## src/rtl/fp32_operand_loader_if.sv

```systemverilog
// Byte-side and core-side handshake bundle for fp32_operand_loader.
// master = upstream byte source / downstream core environment, slave = the loader itself.
interface fp32_operand_loader_if;
    logic [7:0]  byte_in;
    logic        byte_valid;
    logic        byte_ready;
    logic        op_sel_in;
    logic        clear;
    logic [31:0] op_a;
    logic [31:0] op_b;
    logic        op_sel;
    logic        op_valid;
    logic        op_ready;
    logic [2:0]  byte_idx;
    logic        timeout_flag;

    modport master (
        output byte_in, byte_valid, op_sel_in, clear, op_ready,
        input  byte_ready, op_a, op_b, op_sel, op_valid, byte_idx, timeout_flag
    );

    modport slave (
        input  byte_in, byte_valid, op_sel_in, clear, op_ready,
        output byte_ready, op_a, op_b, op_sel, op_valid, byte_idx, timeout_flag
    );
endinterface

```

## src/rtl/fp32_operand_loader.sv

```systemverilog
// Assembles two big-endian FP32 operands from an 8-bit byte stream and issues them to the core.
// Optional partial-load idle timeout is enabled by defining LOADER_TIMEOUT_EN.
module fp32_operand_loader #(
    parameter int TIMEOUT_CYCLES = 255,
    parameter int TO_W           = 8
) (
    input logic                  clk,
    input logic                  rst,
    fp32_operand_loader_if.slave bus
);

    typedef enum logic {
        LOAD  = 1'b0,
        ISSUE = 1'b1
    } state_t;

    state_t      state;
    state_t      state_nx;
    logic [2:0]  idx;
    logic [31:0] a_q;
    logic [31:0] b_q;
    logic        sel_q;
    logic        to_flag;
    logic        accept;
    logic        timeout_hit;
    logic [1:0]  lane;

    if ((2 ** TO_W) <= TIMEOUT_CYCLES) begin : g_param_check
        $error("TO_W too narrow for TIMEOUT_CYCLES");
    end

    // clear beats a same-cycle byte, so it also gates acceptance
    assign accept = bus.byte_valid && (state == LOAD) && !bus.clear;
    assign lane   = 2'd3 - idx[1:0];

    always_ff @(posedge clk) begin
        if (rst) state <= LOAD;
        else     state <= state_nx;
    end

    // NOTE: every output of this block gets a default first, so no path can infer a latch.
    always_comb begin
        state_nx       = state;
        bus.byte_ready = 1'b0;
        bus.op_valid   = 1'b0;
        case (state)
            LOAD: begin
                bus.byte_ready = 1'b1;
                if (accept && (idx == 3'd7)) state_nx = ISSUE;
            end
            ISSUE: begin
                bus.op_valid = 1'b1;
                if (bus.op_ready) state_nx = LOAD;
            end
            default: state_nx = LOAD;
        endcase
        if (bus.clear) state_nx = LOAD;
    end

    // NOTE: sequential state uses non-blocking assignments so every register samples pre-edge values.
    always_ff @(posedge clk) begin
        if (rst) begin
            idx   <= 3'd0;
            a_q   <= 32'd0;
            b_q   <= 32'd0;
            sel_q <= 1'b0;
        end else if (bus.clear) begin
            idx <= 3'd0;
        end else if (accept) begin
            idx <= idx + 3'd1;
            if (idx[2]) b_q[{lane, 3'b000} +: 8] <= bus.byte_in;
            else        a_q[{lane, 3'b000} +: 8] <= bus.byte_in;
            if (idx == 3'd0) sel_q <= bus.op_sel_in;
        end else if (timeout_hit) begin
            // stale operand bytes stay in place and are simply overwritten by the next load
            idx <= 3'd0;
        end
    end

`ifdef LOADER_TIMEOUT_EN
    logic [TO_W-1:0] idle_cnt;

    assign timeout_hit = (state == LOAD) && (idx != 3'd0) && !accept && !bus.clear
                         && (idle_cnt == TO_W'(TIMEOUT_CYCLES - 1));

    always_ff @(posedge clk) begin
        if (rst) begin
            idle_cnt <= '0;
        end else if (bus.clear || accept || timeout_hit || (state != LOAD) || (idx == 3'd0)) begin
            idle_cnt <= '0;
        end else begin
            idle_cnt <= idle_cnt + 1'b1;
        end
    end

    always_ff @(posedge clk) begin
        if (rst) begin
            to_flag <= 1'b0;
        end else if (accept && (idx == 3'd0)) begin
            to_flag <= 1'b0;
        end else if (timeout_hit) begin
            to_flag <= 1'b1;
        end
    end
`else
    assign timeout_hit = 1'b0;
    assign to_flag     = 1'b0;
`endif

    assign bus.op_a         = a_q;
    assign bus.op_b         = b_q;
    assign bus.op_sel       = sel_q;
    assign bus.byte_idx     = idx;
    assign bus.timeout_flag = to_flag;

endmodule

```

## src/flat_wrapper.sv

```systemverilog
// flat-port wrapper written by rule: the top's interface ports become plain ports
module fp32_operand_loader_flat 
#(
    parameter int TIMEOUT_CYCLES = 255,
    parameter int TO_W           = 8
)
  (clk, rst, bus_byte_in, bus_byte_valid, bus_op_sel_in, bus_clear, bus_op_ready, bus_byte_ready, bus_op_a, bus_op_b, bus_op_sel, bus_op_valid, bus_byte_idx, bus_timeout_flag);
  fp32_operand_loader_if bus_i ();
  input logic clk;
  input logic rst;
  input wire logic [$bits(bus_i.byte_in)-1:0] bus_byte_in;
  input wire logic [$bits(bus_i.byte_valid)-1:0] bus_byte_valid;
  input wire logic [$bits(bus_i.op_sel_in)-1:0] bus_op_sel_in;
  input wire logic [$bits(bus_i.clear)-1:0] bus_clear;
  input wire logic [$bits(bus_i.op_ready)-1:0] bus_op_ready;
  output wire logic [$bits(bus_i.byte_ready)-1:0] bus_byte_ready;
  output wire logic [$bits(bus_i.op_a)-1:0] bus_op_a;
  output wire logic [$bits(bus_i.op_b)-1:0] bus_op_b;
  output wire logic [$bits(bus_i.op_sel)-1:0] bus_op_sel;
  output wire logic [$bits(bus_i.op_valid)-1:0] bus_op_valid;
  output wire logic [$bits(bus_i.byte_idx)-1:0] bus_byte_idx;
  output wire logic [$bits(bus_i.timeout_flag)-1:0] bus_timeout_flag;
  assign bus_i.byte_in = bus_byte_in;
  assign bus_i.byte_valid = bus_byte_valid;
  assign bus_i.op_sel_in = bus_op_sel_in;
  assign bus_i.clear = bus_clear;
  assign bus_i.op_ready = bus_op_ready;
  assign bus_byte_ready = bus_i.byte_ready;
  assign bus_op_a = bus_i.op_a;
  assign bus_op_b = bus_i.op_b;
  assign bus_op_sel = bus_i.op_sel;
  assign bus_op_valid = bus_i.op_valid;
  assign bus_byte_idx = bus_i.byte_idx;
  assign bus_timeout_flag = bus_i.timeout_flag;
  fp32_operand_loader #(.TIMEOUT_CYCLES(TIMEOUT_CYCLES), .TO_W(TO_W)) u_core (.clk(clk), .rst(rst), .bus(bus_i));
endmodule
```

## config.mk

```make
export PLATFORM = sky130hd
export DESIGN_NAME = fp32_operand_loader_flat
export DESIGN_NICKNAME = d
export VERILOG_FILES = /design/src/rtl/fp32_operand_loader_if.sv /design/src/rtl/fp32_operand_loader.sv /design/src/flat_wrapper.sv
export SDC_FILE = /design/constraint.sdc
export NUM_CORES = 1
export LEC_CHECK = 0
export CAP_MARGIN = 5
export CORE_ASPECT_RATIO = 1.25
export CORE_MARGIN = 2
export CORE_UTILIZATION = 42
export DETAILED_ROUTE_END_ITERATION = 7
export PLACE_DENSITY = 0.71
export SETUP_SLACK_MARGIN = 0.4
export SLEW_MARGIN = 15
export SYNTH_ARGS = -nofsm -noshare
export SYNTH_HDL_FRONTEND = slang
export SYNTH_SLANG_ARGS = --single-unit
```

## constraint.sdc

```tcl
create_clock -name clk -period 1.95 [get_ports clk]
set_clock_uncertainty 0.2 [all_clocks]
set_input_delay 0.39 -clock clk [delete_from_list [all_inputs] [get_ports clk]]
set_output_delay 0.39 -clock clk [all_outputs]
set_load 0.01 [all_outputs]
```

Yosys cells after proc, flatten, opt, wreduce, memory -nomap -nowiden
Index checks and enable logic that the tools add are counted.
{ "word_totals": {"romBits": 0, "latch_bits": 0, "ramBits": 0, "mem_count": 0, "ff_bits": 69, "word_cells": 30} }
{ "classes": {"n_mux": 7, "n_addsub": 3, "reduce_logical": 9, "eq_ne": 1, "mul": 0, "n_lt_le_gt_ge": 0, "n_shift": 2, "n_bitwise": 3, "div": 0} }
{ "op_table": {"columns": ["cell", "count"], "rows": [
  ["$bwmux W32", 2],
  ["$shift A8 B7 Y32 const A", 1],
  ["$shiftx A8 B7 Y32", 1],
  ["$reduce_and A3 Y1", 3],
  ["$neg A5 Y7", 1],
  ["$mux W1", 4],
  ["$add A3 B1 Y3 const B", 1],
  ["$eq A3 B3 Y1 const B", 1],
  ["$logic_and A1 B1 Y1", 3],
  ["$logic_not A3 Y1", 1],
  ["$not A1 Y1", 3],
  ["$pmux W1 S2", 1],
  ["$reduce_or A2 Y1", 1],
  ["$sub A2 B2 Y2 const A", 1],
  ["$logic_not A1 Y1", 1]
]} }

Depth between registers and ports, before layout
{ "depth": {"word_depth": 6, "depth_mapped": 7, "mapped_depth_nobuf": 5} }

Worst setup path after synthesis
Ideal clock, no wire load.
{ "synth_path": {"path_kind": "register to register", "start": "register u_core.idx[0], in the netlist u_core.bus.byte_idx[0]", "end": "register u_core.a_q[0], in the netlist u_core.bus.op_a[0]", "setup_time_ns": 0.117, "stages_incl_launch_ff": 8, "t_required_ns": 1.633, "slack_ns": -0.067, "t_arrival_ns": 1.699, "path_cell_list": "dfxtp_1 buf_6 inv_1 ha_1 and4b_1 and2_1 buf_4 a32o_1"} }
{ "synth_via": {"elab_chain_cells": 4, "word_cells_on_any_way": 5} }
{ "synth_lines": {"columns": ["element", "line_no", "source"], "rows": [
  ["from (decl)", "fp32_operand_loader.sv:19", "logic [2:0] idx;"],
  ["from (signal assigned)", "fp32_operand_loader.sv:70", "idx <= idx + 3'd1;"],
  ["$sub A2 B2 Y2 *", "fp32_operand_loader.sv:34", "assign lane = 2'd3 - idx[1:0];"],
  ["net u_core.lane[0]", "fp32_operand_loader.sv:26", "logic [1:0] lane;"],
  ["$neg A5 Y7 *", "fp32_operand_loader.sv:72", "else a_q[{lane, 3'b000} +: 8] <= bus.byte_in;"],
  ["$shiftx A8 B7 Y32 or $shift A8 B7 Y32 (tied branches)", "fp32_operand_loader.sv:72", null],
  ["$bwmux W32 *", "fp32_operand_loader.sv:72", null],
  ["to (signal, indexed assignment)", "fp32_operand_loader.sv:72", null],
  ["to (decl)", "fp32_operand_loader.sv:20", "logic [31:0] a_q;"]
]} }
The timed path passes the listed nets; every way through them passes the cells marked *.
A chain may end at the register's enable or synchronous reset.

Worst setup path in the final report
{ "layout_path": {"start": "register u_core.idx[0], in the netlist u_core.bus.byte_idx[0]", "end": "register u_core.b_q[9], in the netlist u_core.bus.op_b[9]"} }
{ "layout_via": {"elab_chain_cells": 4, "word_cells_on_any_way": 5} }
{ "layout_lines": {"columns": ["element", "line_no", "source"], "rows": [
  ["$sub A2 B2 Y2 *", "fp32_operand_loader.sv:34", null],
  ["net u_core.lane[0]", "fp32_operand_loader.sv:26", null],
  ["$neg A5 Y7 *", "fp32_operand_loader.sv:71", "if (idx[2]) b_q[{lane, 3'b000} +: 8] <= bus.byte_in;"],
  ["$shiftx A8 B7 Y32 or $shift A8 B7 Y32 (tied branches)", "fp32_operand_loader.sv:71", null],
  ["$bwmux W32 *", "fp32_operand_loader.sv:71", null],
  ["to (signal, indexed assignment)", "fp32_operand_loader.sv:71", null],
  ["to (decl)", "fp32_operand_loader.sv:21", "logic [31:0] b_q;"]
]} }
Marks and branches as above.

==> metrics.yaml <==
setup_path:
  cpMaxStageDelayCell: "dfxtp_4"
  crit_required_ps: 2010
  critPathArrivalTime_ps: 1790
  worst-path-buf-inv: 3
  cpMostUsedCell: "buf_6"
  crit_cells: 7
  crit_path_end_kind: "flip-flop"
  crit_chain: "inv_4 -> ha_4 -> buf_6 -> nor4b_4 -> buf_6 -> nand2_2 -> mux2i_1"
  cpPeakStageDelay_ps: 390
  cp_max_fo: 6
  r2r_cells: 7
  crit_type: "flip-flop to flip-flop"
  start_kind: "flip-flop"
  cp_top_family: "flip-flops"
yosys:
  synthTopCellsByCount: "69 x dfxtp_1, 68 x nand2_1, 50 x mux2i_1"
  ys_seq_elements: 69
  ys_types: 36
  synthesis.area_um2: 2887
  ys_async_sr_fraction_pct: 0
  synth_seq_area_share_pct: 47.85
  synth_enable_flop_cells: 0
  synth.largest_area_cell: "dfxtp_1"
  syn_inst: 280
  synth_top_area_share_pct: 47.85
  synth.most_common_cell: "dfxtp_1"
  yosysWarnings: 0
  avgSynthCellArea_um2: 10.31
  synth_flop_cell: "dfxtp_1"
  synthTopCellsByArea: "dfxtp_1 48%, mux2i_1 17%, nand2_1 8.8%, a32o_1 5.5%, ha_1 3.0%"
  syn-num-nets: 301
layout:
  final_cells: 492
  post-route-util_pct: 67.33
  syn2layout_area_growth_pct: 54.10
  n_fill_cell: 540
  drive_gt1_share_pct: 34.07
  num_antenna_cells: 0
  final_nets: 421
place:
  dpl.cell_count: 457
  port_buffers: 83
  place_hpwl_mm: 5.480
  gp_congestion: 0.7836
  dp_worst_setup_slack_ps: -198.8
min_path:
  hold_path_class: "flip-flop to flip-flop"
  holdPathStages: 2
detailed_routing:
  drc: 0
  ant_nets: 0
  vias: 2516
  first_pass_iters: 4
  wire_per_inst_um: 16.12
  dr.first_iter.drc_count: 111
  drt_wl_total_mm: 7.932
  vias_per_cell: 5.114
sta:
  layout_setup_ws_ps: 217.8
  fin_crit_ps: 1732
  max_freq_ghz: 0.5773
  post-route-period-util_pct: 88.83
  hold-worst-slack_ps: 257.0
  rsz0062_at_grt: "true"
  setup_violations: 0
  report.final.slew_viol_count: 0
  worst_slew_pin_slew_ps: 537.1
  slew_headroom_pct: 64.03
  hold_viol_final: 0
floorplanning:
  die-area_um2: 7556
  core_um2: 6606
  io_pins: 85
  num_rows: 33
  die_y_um: 96.69
  fp.dieW_um: 78.15
  start_util_pct: 43.69
power_and_ir_drop:
  p_leak_nw: 2.022
  power.total_mw: 2.741
  power_density_nw_per_um2: 616.1
  ir_drop_uv: 458.0
clocking:
  hold_buffers: 0
  cts_tree: "done"
  clock_sinks: 69
  cts_buffers: 9
  root_buffer: "clkbuf_8"
  clk_pin_slew_ps: 70
  clockBufferDepth: 2
  htreeDepth: 3
  clk_latency_ps: 330
global_routing:
  use_met2_pct: 36.47
  antenna_found_initial: 0
  use_met3_pct: 3.172
  grt_max_degree: 20
  first_global_vias: 2506
  gr-total-overflow: 0
  track_usage_pct: 20.56
  grt.busiest_layer: "met2"
  grt_pass1_wl_mm: 12.24
  grtUsageMet1_pct: 24.54
flow_run:
  cap_violations: 0
status:
  status: "complete, no violations"
report_power, final:
part           switching [mW]  total (mW)  internal [mW]  leakage, nW
logic                   0.149       0.301          0.151         1.37
clock network           0.523        1.02          0.493       0.0901
registers             0.00852        1.42           1.41        0.560
total                   0.681        2.74           2.06         2.02
sequential cells by signal, indices dropped and copies added, names as in the netlist:
register	count
u_core.bus.byte_idx	3
u_core.bus.op_a	32
u_core.bus.op_b	32
u_core.bus.op_sel	1
u_core.state	1
worst register-to-register path, stage by stage, from the launching register on:
cell and delay (ps):
dfxtp_4 390, inv_4 50, ha_4 260, buf_6 120
nor4b_4 220, buf_6 180, nand2_2 70, mux2i_1 170
stage by stage:
stage	setup TNS, ps	instance area, um^2
3_3_place_gp	-4294	3989
2_1_floorplan	0	2930
6_report	0	4448
4_1_cts	0	4377
5_1_grt	0	4448
3_5_place_dp	-6000	3989
layer usage:
metal	share of wire, %	wire (um)	up-vias
met5	0	0	-
met4	2.3	185	0
met3	3.9	307	16
met2	51	4070	76
met1	42	3370	1209
li1	-	-	1215
final timing paths:
path	startpoint	endpoint	slack, ps
max reg2reg	u_core.bus.byte_idx[0]	u_core.bus.op_b[9]	220
min	u_core.bus.op_a[15]	u_core.bus.op_a[15]	260
max	u_core.bus.byte_idx[0]	u_core.bus.op_b[9]	220
min reg2reg	u_core.bus.op_a[15]	u_core.bus.op_a[15]	260
cells in the final DEF, fill, tap and decap left out, types with 10 or more instances in the layout:
master and n:
clkbuf_2 23, dfxtp_1 65, buf_6 16, nand2_2 14, buf_4 24, clkbuf_8 10, mux2i_1 50, clkdlybuf4s15_1 34
a32o_1 16, dlygate4sd2_1 12, nand2_1 48, clkdlybuf4s50_1 10
cell families (layout without fill, tap and decap cells):
family / Yosys count / count (layout) / share of synthesized area [%]
compound gates: 19 / 19 / 6.372
xor+xnor: 1 / 1 / 0.3035
fa+ha+maj: 7 / 7 / 3.034
buf+inv: 24 / 149 / 4.984
flops: 69 / 69 / 47.85
mux: 50 / 50 / 17.34
other cells: 1 / 1 / 0.1299
simple gates: 109 / 109 / 19.98
cell type report:
class,count,area [um^2],area share (%)
clock buffer,12,145.1,3.263
inverter,5,25.02,0.5626
tap,87,108.9,2.447
sequential,69,1396,31.39
clock inverter,4,23.77,0.5345
timing repair buffer,128,1162,26.13
multi-input combinational,187,1587,35.67
repair_timing:
item / CTS / global route
setup buffers: 13 / 6
pin swaps: 11 / 12
setup endpoints to repair: 136 / 117
resized for setup: 162 / 76
Power figures use the tool's default switching activity.
